<file path="src/rtl/fifo_row_packer_pkg.sv">
// fifo_row_packer_pkg
// Shared types and helpers for the FIFO row packer.
//   buf_state_t  : FILL (popping allowed) / HOLD (hold slot occupied, popping stopped)
//   stream_ctl_t : control half of the row stream handshake (valid, last); the
//                  data half is sized by the instantiating module.
//   cnt_w(n)     : counter width for a 0..n-1 counter, never less than one bit.
package fifo_row_packer_pkg;

  typedef enum logic {
    ST_FILL = 1'b0,
    ST_HOLD = 1'b1
  } buf_state_t;

  typedef struct packed {
    logic valid;
    logic last;
  } stream_ctl_t;

  function automatic int cnt_w(input int n);
    return (n <= 2) ? 1 : $clog2(n);
  endfunction

endpackage

</file>
<file path="src/rtl/fifo_row_packer_row_buffer_2.sv">
// row_buffer_2
// Two-entry row buffer (output register plus one hold register) with
// valid/ready on both sides. The output register is what downstream sees; the
// hold register catches a row completed while the output is stalled.
// Ports:
//   clk, reset_n       : clock, asynchronous active-low reset
//   clear_i            : synchronous clear, drops both entries
//   in_valid_i/ready_o : completed row from the packer (ready depends on state only)
//   in_data_i/last_i   : incoming row and its last-row flag
//   out_valid_o/ready_i: downstream handshake
//   out_data_o/last_o  : registered row and last-row flag
module row_buffer_2
  import fifo_row_packer_pkg::*;
#(
  parameter int WIDTH = 32
) (
  input  logic             clk,
  input  logic             reset_n,
  input  logic             clear_i,
  input  logic             in_valid_i,
  output logic             in_ready_o,
  input  logic [WIDTH-1:0] in_data_i,
  input  logic             in_last_i,
  output logic             out_valid_o,
  input  logic             out_ready_i,
  output logic [WIDTH-1:0] out_data_o,
  output logic             out_last_o
);

  buf_state_t       state_reg, state_next;
  stream_ctl_t      out_ctl_reg;
  logic [WIDTH-1:0] out_data_reg;
  logic [WIDTH-1:0] hold_data_reg;
  logic             hold_last_reg;

  logic out_free;
  logic load_in_out;
  logic load_in_hold;
  logic move_hold;

  // Output slot can accept a row this edge if empty or being consumed now.
  assign out_free     = ~out_ctl_reg.valid | out_ready_i;
  assign load_in_out  = in_valid_i & (state_reg == ST_FILL) &  out_free;
  assign load_in_hold = in_valid_i & (state_reg == ST_FILL) & ~out_free;
  assign move_hold    = (state_reg == ST_HOLD) & out_free;

  // State register
  always_ff @(posedge clk or negedge reset_n) begin
    if (!reset_n) state_reg <= ST_FILL;
    else          state_reg <= state_next;
  end

  // Next-state logic
  always_comb begin
    state_next = state_reg;
    if (clear_i) begin
      state_next = ST_FILL;
    end else begin
      case (state_reg)
        ST_FILL: if (load_in_hold) state_next = ST_HOLD;
        ST_HOLD: if (out_free)     state_next = ST_FILL;
        default:                   state_next = ST_FILL;
      endcase
    end
  end

  // Output logic: ready is a function of state alone, so no ready-to-ready path.
  always_comb begin
    in_ready_o  = (state_reg == ST_FILL);
    out_valid_o = out_ctl_reg.valid;
    out_last_o  = out_ctl_reg.last;
    out_data_o  = out_data_reg;
  end

  // Output register; the held row always has priority since it is older.
  always_ff @(posedge clk or negedge reset_n) begin
    if (!reset_n) begin
      out_ctl_reg  <= '0;
      out_data_reg <= '0;
    end else if (clear_i) begin
      out_ctl_reg.valid <= 1'b0;
    end else if (move_hold) begin
      out_ctl_reg  <= '{valid: 1'b1, last: hold_last_reg};
      out_data_reg <= hold_data_reg;
    end else if (load_in_out) begin
      out_ctl_reg  <= '{valid: 1'b1, last: in_last_i};
      out_data_reg <= in_data_i;
    end else if (out_ctl_reg.valid & out_ready_i) begin
      out_ctl_reg.valid <= 1'b0;
    end
  end

  // Hold register
  always_ff @(posedge clk or negedge reset_n) begin
    if (!reset_n) begin
      hold_data_reg <= '0;
      hold_last_reg <= 1'b0;
    end else if (load_in_hold & ~clear_i) begin
      hold_data_reg <= in_data_i;
      hold_last_reg <= in_last_i;
    end
  end

endmodule

</file>
<file path="src/rtl/fifo_row_packer.sv">
// fifo_row_packer
// Pops scalar elements from the CDC FIFO read side and packs ROW_LEN of them
// into a row vector, presented on a valid/ready stream with a last-row flag
// marking row ROWS-1 of each matrix.
// Ports:
//   clk, reset_n     : FIFO read-domain clock, asynchronous active-low reset
//   clear_i          : synchronous clear of partial row, buffered rows and row index
//   fifo_empty_i     : FIFO empty flag
//   fifo_data_i      : FIFO read data
//   fifo_incr_o      : pop request (combinational, independent of row_ready_i)
//   row_valid_o/ready_i : output row handshake
//   row_data_o       : packed row, element 0 (first popped) in the low bits
//   row_last_o       : row is the last of its matrix
module fifo_row_packer
  import fifo_row_packer_pkg::*;
#(
  parameter int DATA_WIDTH = 8,
  parameter int ROW_LEN    = 4,
  parameter int ROWS       = 4
) (
  input  logic                          clk,
  input  logic                          reset_n,
  input  logic                          clear_i,
  input  logic                          fifo_empty_i,
  input  logic [DATA_WIDTH-1:0]         fifo_data_i,
  output logic                          fifo_incr_o,
  output logic                          row_valid_o,
  input  logic                          row_ready_i,
  output logic [ROW_LEN*DATA_WIDTH-1:0] row_data_o,
  output logic                          row_last_o
);

  localparam int EW = cnt_w(ROW_LEN);
  localparam int RW = cnt_w(ROWS);
  localparam logic [EW-1:0] ELEM_LAST = EW'(ROW_LEN - 1);
  localparam logic [RW-1:0] ROW_LAST  = RW'(ROWS - 1);

  logic [EW-1:0] elem_cnt_reg, elem_cnt_next;
  logic [RW-1:0] row_cnt_reg, row_cnt_next;

  // Only the first ROW_LEN-1 elements need storage; the final one is taken
  // straight from the FIFO on the completing pop.
  logic [DATA_WIDTH-1:0]         asm_reg [ROW_LEN-1];
  logic [ROW_LEN-2:0]            slot_we;
  logic [ROW_LEN*DATA_WIDTH-1:0] row_word;

  logic pop;
  logic row_done;
  logic buf_in_ready;

  assign pop         = reset_n & ~clear_i & ~fifo_empty_i & buf_in_ready;
  assign fifo_incr_o = pop;
  assign row_done    = pop & (elem_cnt_reg == ELEM_LAST);

  for (genvar gi = 0; gi < ROW_LEN - 1; gi++) begin : g_slot
    assign slot_we[gi] = pop & (elem_cnt_reg == EW'(gi));
    assign row_word[gi*DATA_WIDTH +: DATA_WIDTH] = asm_reg[gi];
  end
  assign row_word[(ROW_LEN-1)*DATA_WIDTH +: DATA_WIDTH] = fifo_data_i;

  always_ff @(posedge clk or negedge reset_n) begin
    if (!reset_n) begin
      for (int k = 0; k < ROW_LEN - 1; k++) asm_reg[k] <= '0;
    end else begin
      for (int k = 0; k < ROW_LEN - 1; k++) begin
        if (slot_we[k]) asm_reg[k] <= fifo_data_i;
      end
    end
  end

  // Rows leave in completion order, so tagging the index at completion gives
  // the same sequence as tagging at output-register entry.
  always_comb begin
    elem_cnt_next = elem_cnt_reg;
    row_cnt_next  = row_cnt_reg;
    if (clear_i) begin
      elem_cnt_next = '0;
      row_cnt_next  = '0;
    end else begin
      if (pop)
        elem_cnt_next = (elem_cnt_reg == ELEM_LAST) ? '0 : elem_cnt_reg + EW'(1);
      if (row_done)
        row_cnt_next = (row_cnt_reg == ROW_LAST) ? '0 : row_cnt_reg + RW'(1);
    end
  end

  always_ff @(posedge clk or negedge reset_n) begin
    if (!reset_n) begin
      elem_cnt_reg <= '0;
      row_cnt_reg  <= '0;
    end else begin
      elem_cnt_reg <= elem_cnt_next;
      row_cnt_reg  <= row_cnt_next;
    end
  end

  row_buffer_2 #(
    .WIDTH (ROW_LEN*DATA_WIDTH)
  ) u_row_buffer (
    .clk         (clk),
    .reset_n     (reset_n),
    .clear_i     (clear_i),
    .in_valid_i  (row_done),
    .in_ready_o  (buf_in_ready),
    .in_data_i   (row_word),
    .in_last_i   (row_cnt_reg == ROW_LAST),
    .out_valid_o (row_valid_o),
    .out_ready_i (row_ready_i),
    .out_data_o  (row_data_o),
    .out_last_o  (row_last_o)
  );

endmodule

</file>
<file path="config.mk">
export PLATFORM = sky130hd
export DESIGN_NAME = fifo_row_packer
export DESIGN_NICKNAME = d
export VERILOG_FILES = /design/src/rtl/fifo_row_packer_pkg.sv /design/src/rtl/fifo_row_packer_row_buffer_2.sv /design/src/rtl/fifo_row_packer.sv
export SDC_FILE = /design/constraint.sdc
export NUM_CORES = 1
export LEC_CHECK = 0
export CAP_MARGIN = 25
export CORE_MARGIN = 4
export CORE_UTILIZATION = 60
export CTS_CLUSTER_DIAMETER = 30
export DETAILED_ROUTE_END_ITERATION = 12
export GPL_TIMING_DRIVEN = 0
export HOLD_SLACK_MARGIN = 0.15
export PLACE_DENSITY_LB_ADDON = 0.3
export SYNTH_ARGS = -nofsm -noshare
export SYNTH_HDL_FRONTEND = slang
export SYNTH_SLANG_ARGS = --single-unit
</file>
<file path="constraint.sdc">
create_clock -name clk -period 5.3 [get_ports clk]
set_clock_uncertainty 0.2 [all_clocks]
set_input_delay 0.53 -clock clk [delete_from_list [all_inputs] [get_ports clk]]
set_output_delay 0.53 -clock clk [all_outputs]
set_load 0.03 [all_outputs]
</file>
== After elaboration in Yosys (flattened, before gate mapping) ==
Index checks and enable logic that the tools add are counted.
Storage, ports and cells
  bits in registers: 96
  input port bits: 13
  output and inout port bits: 35
  word-level logic and storage cells: 59
Operators by class
  $add $sub $neg: 2
  eq/ne operators: 4
  muxes and demuxes: 17
  bitwise operators: 19
  reduce and logical (&&, ||, !) cells: 6
Operator list (count)
  two-way mux 32 bit: 2
  two-way mux 2 bit: 7
  bitwise AND 1 bit: 13
  two-way mux 1 bit: 7
  equality test 2 bit (second input constant): 3
  nonzero test 2 bit: 3
  inverter 1 bit: 5
  adder 2 x 1 -> 2 bit (second input constant): 2
  nonzero test 4 bit: 1
  equality test 2 x 1 -> 1 bit (second input constant): 1
  logical NOT 2 bit: 1
  one-hot mux 1 bit (2 select lines): 1
  AND reduction 2 bit: 1
  bitwise OR 1 bit: 1

== Depth between registers and ports, before layout ==
  depth after elaboration: 10
  mapped depth: 6
  depth with buffers taken out: 4

== By module ==
A second synthesis with hierarchy kept.
Unflattened totals
  cells, all modules: 260
  area, all modules: 4372.9 sq um
By module, submodules not included
  row_buffer_2: times used 1, cells an instance 184, area an instance 3084.2 sq um, seq. area each 1701.6 sq um
  fifo_row_packer: times used 1, cells an instance 76, area an instance 1288.7 sq um, seq. area each 700.7 sq um

== Worst setup path after synthesis ==
No wires, ideal clock.
  kind: input-to-reg
  start point: in clear_i
  end point: reg u_row_buffer.hold_data_reg[10]
  setup time: 0.125 ns
  arrival time: 1.721 ns
  required time: 4.975 ns
  setup slack: 3.254 ns
  stages: 6
  buffers on the path: 3
  cells stage by stage: buf_6 -> nor4b_2 -> buf_4 -> nand3_4 -> buf_6 -> mux2_4
On the way
  cells in the longest elaborated chain, start to end: 8
Ends and longest elaborated chain
  start: declaration: RTL line fifo_row_packer.sv:23  | input logic clear_i,
  inverter 1 bit: RTL line fifo_row_packer.sv:51  | assign pop = reset_n & ~clear_i & ~fifo_empty_i & buf_in_ready;
  bitwise AND 1 bit (3 in a row): RTL line fifo_row_packer.sv:51
  net fifo_incr_o: RTL line fifo_row_packer.sv:26  | output logic fifo_incr_o,
  bitwise AND 1 bit: RTL line fifo_row_packer.sv:53  | assign row_done = pop & (elem_cnt_reg == ELEM_LAST);
  bitwise AND 1 bit (2 in a row): RTL line fifo_row_packer_row_buffer_2.sv:44  | assign load_in_hold = in_valid_i & (state_reg == ST_FILL) & ~out_free;
  bitwise AND 1 bit: RTL line fifo_row_packer_row_buffer_2.sv:98  | end else if (load_in_hold & ~clear_i) begin
  end signal: assignment: RTL line fifo_row_packer_row_buffer_2.sv:99  | hold_data_reg <= in_data_i;
  end: declaration: RTL line fifo_row_packer_row_buffer_2.sv:33  | logic [WIDTH-1:0] hold_data_reg;
The timed path passes the listed nets, and every way through them passes these cells.
A chain may end at the register's enable or synchronous reset.

== Worst setup path in the final report ==
  start point: in reset_n
  end point: out fifo_incr_o
On the way
  cells in the longest elaborated chain, start to end: 3
Ends and longest elaborated chain
  start: declaration: RTL line fifo_row_packer.sv:22  | input logic reset_n,
  bitwise AND 1 bit (3 in a row): RTL line fifo_row_packer.sv:51
  end: declaration: RTL line fifo_row_packer.sv:26
Every way passes these cells.

==> flow_metrics.tcl <==
set metrics [dict create \
    worstSetupStartpointType "primary input" \
    drt-total-wl_um 7370 \
    cts_resized 0 \
    io_pins 48 \
    endpoint "fifo_incr_o" \
    io_buffers 46 \
    dp_hpwl_um 4950 \
    status "finished clean" \
    cts_made_buffers 9 \
    grt_overflow 0 \
    cp.depth 5 \
    n_antenna_cell 0 \
    ant_nets 0 \
    netlist_area_um2 4220 \
    critPathSlowestCell "clkdlybuf4s50_1" \
    hold_violations 0 \
    final_max_slew_viol_count 0 \
    worst_slack_ns 1.97 \
    path_class "in -> out" \
    whs_ns 0.292 \
    ys_top_cells_by_area "dfrtp_1, mux2_2, mux2_4" \
    gp_congestion 0.689 \
    r2r_start "elem_cnt_reg[0]" \
    cpPeakStageDelay_ns 0.69 \
    preCtsSetupSlack_ns 2.46 \
    period_minus_slack_ns 3.33 \
    tightest_slew_ns 0.649 \
    reg2reg_to "u_row_buffer.out_data_o[8]" \
    end_kind "output pin" \
    required_ns 4.57 \
    ys_ff_latch 96 \
    cap_violations 0 \
    min_path_type "reg -> reg" \
    htree_levels 3 \
    routedWlPerCell_um 17.5 \
    rsz0062_at_grt "no" \
    synth_area_leader_cell "dfrtp_1" \
    fin_crit_sh 0.628 \
    drtIter0Drc 45 \
    timing.critical_path.buf_inv 4 \
    path_max_fanout 30 \
    path_common_cell "buf_4" \
    syn2layout_area_growth_pct 19.0 \
    cp.arrival_ns 2.60 \
    clk_pin_slew_ns 0.08 \
    critPathLaunch "reset_n" \
    synth_seq_area_share 0.569 \
    syn_area_per_cell_um2 16.2 \
    r2r_slack_ns 2.92 \
    drc 0 \
    slew_headroom 0.568 \
    via_count 2256 \
    grt_pass1_wl_um 12800 \
    peakVddDrop_mv 0.186 \
    row_count 30 \
    cts_root_buf "clkbuf_8" \
    clock.fmax_ghz 0.301 \
    die_h_um 91.9 \
    cts_tree "done" \
    drt-pass1-iter-count 4 \
    synth_top_area_share 0.569 \
    die-width_um 91.9 \
    grt_util_all_layers 0.198 \
    synth_cells 261 \
    clkLatencyLatePin_ns 0.36 \
    setup_viol 0 \
    fin_util 0.735 \
    antenna_found_initial 0 \
    clockBufferDepth 2 \
    power.total_mw 1.44 \
    post_cts_buffers 0 \
    clock-sinks 96 \
    synthesis.nets 279 \
    crit_path_cell_trace "dlygate4sd3_1 -> buf_4 -> nor4b_2 -> buf_4 -> clkdlybuf4s50_1" \
    core_um2 6830 \
    critPathTopFamily "buffers and inverters" \
    ctsHoldBuffers 2 \
    synth_cell_type_count 22 \
    leakage_nw 2.44 \
    grt_pass1_vias 2562 \
    initial_utilization 0.618 \
    grt_max_degree 70 \
    design.die.area_um2 8440 \
    vias_per_cell 5.35 \
    drive_above_1_share 0.463 \
    p_per_area_nw_per_um2 286 \
    ys.warnings.count 0 \
    r2r_cells 5 \
    num-nets-final 339 \
]
-- kinds of logic after synthesis --
kind of cell | Yosys count | share of synthesized area
AOI/OAI and AO/OA | 4 | 0.00711
buffers and inverters | 15 | 0.0243
and+or+nand+nor | 16 | 0.0249
muxes | 125 | 0.360
adders and majority gates | 5 | 0.0148
DFF | 96 | 0.569
-- cell usage after synthesis, drive strengths merged --
master and instances:
mux2 124, a21oi 1, nand2 6, ha 5, buf 9, clkbuf 3
nor2b 2, dfrtp 96, a211oi 1, inv 3, o31ai 1, nor3 1
mux2i 1, nand2b 3, o21ai 1, nand3 1, and2 1, nand3b 1
nor4b 1
-- where the power goes --
| group | internal [mW] | switching [mW] | total [mW] | leakage (nW) |
|---|---|---|---|---|
| logic | 0.103 | 0.0749 | 0.178 | 1.05 |
| registers | 0.786 | 0.0375 | 0.823 | 1.30 |
| clock network | 0.197 | 0.237 | 0.434 | 0.0907 |
-- layout by cell type (no fill, tap or decap), drive strengths merged --
| cell type | instances |
|---|---|
| nand3b | 1 |
| and2 | 1 |
| clkinv | 2 |
| o31ai | 1 |
| mux2i | 1 |
| dfrtp | 96 |
| nand2 | 6 |
| dlygate4sd3 | 2 |
| mux2 | 124 |
| nor3 | 1 |
| clkbuf | 17 |
| a21oi | 1 |
| ha | 5 |
| o21ai | 1 |
| nand3 | 1 |
| a211oi | 1 |
| nand2b | 3 |
| clkdlybuf4s50 | 45 |
| inv | 3 |
| nor4b | 1 |
| buf | 11 |
| nor2b | 2 |
-- layout make-up --
cell class / count / area [µm²]
fill: 461 / 1810
clock buffer: 14 / 163
multi-input combinational: 150 / 1720
buffer: 12 / 91.3
sequential: 96 / 2400
tap: 96 / 120
inverter: 3 / 11.3
timing repair buffer: 49 / 505
clock inverter: 2 / 13.8
-- metal layers --
layer  GRT usage  vias up  wire length [µm]
met3      0.0582       10               267
li1            -     1045                 -
met4      0.0594        0                92
met5           0        -                 0
met1       0.257     1162              3390
met2       0.322       39              3620
-- how the worst min path moves through the flow --
| stage | cells past startpoint | to | from | slack (ns) |
|---|---|---|---|---|
| 2_1_floorplan | 0 | asm_reg[0] | reset_n | 0.03 |
| 3_3_place_gp | 1 | row_cnt_reg[0] | row_cnt_reg[0] | 0.27 |
| 3_5_place_dp | 1 | u_row_buffer.out_data_o[3] | reset_n | 0.28 |
| 4_1_cts | 1 | row_cnt_reg[0] | row_cnt_reg[0] | 0.29 |
| 5_1_grt | 1 | u_row_buffer.hold_data_reg[7] | u_row_buffer.hold_data_reg[7] | 0.33 |
| 6_report | 1 | row_cnt_reg[0] | row_cnt_reg[0] | 0.29 |
-- metrics by stage --
| step | instances | instance area (µm²) | setup TNS [ns] |
|---|---|---|---|
| global route | 422 | 5020 | 0 |
| CTS | 422 | 5020 | 0 |
| detailed placement | 404 | 4830 | 0 |
| finish | 422 | 5020 | 0 |
| global placement | 403 | 4800 | -71.16 |
| floorplan | 261 | 4220 | 0 |
Power figures use the tool's default switching activity.
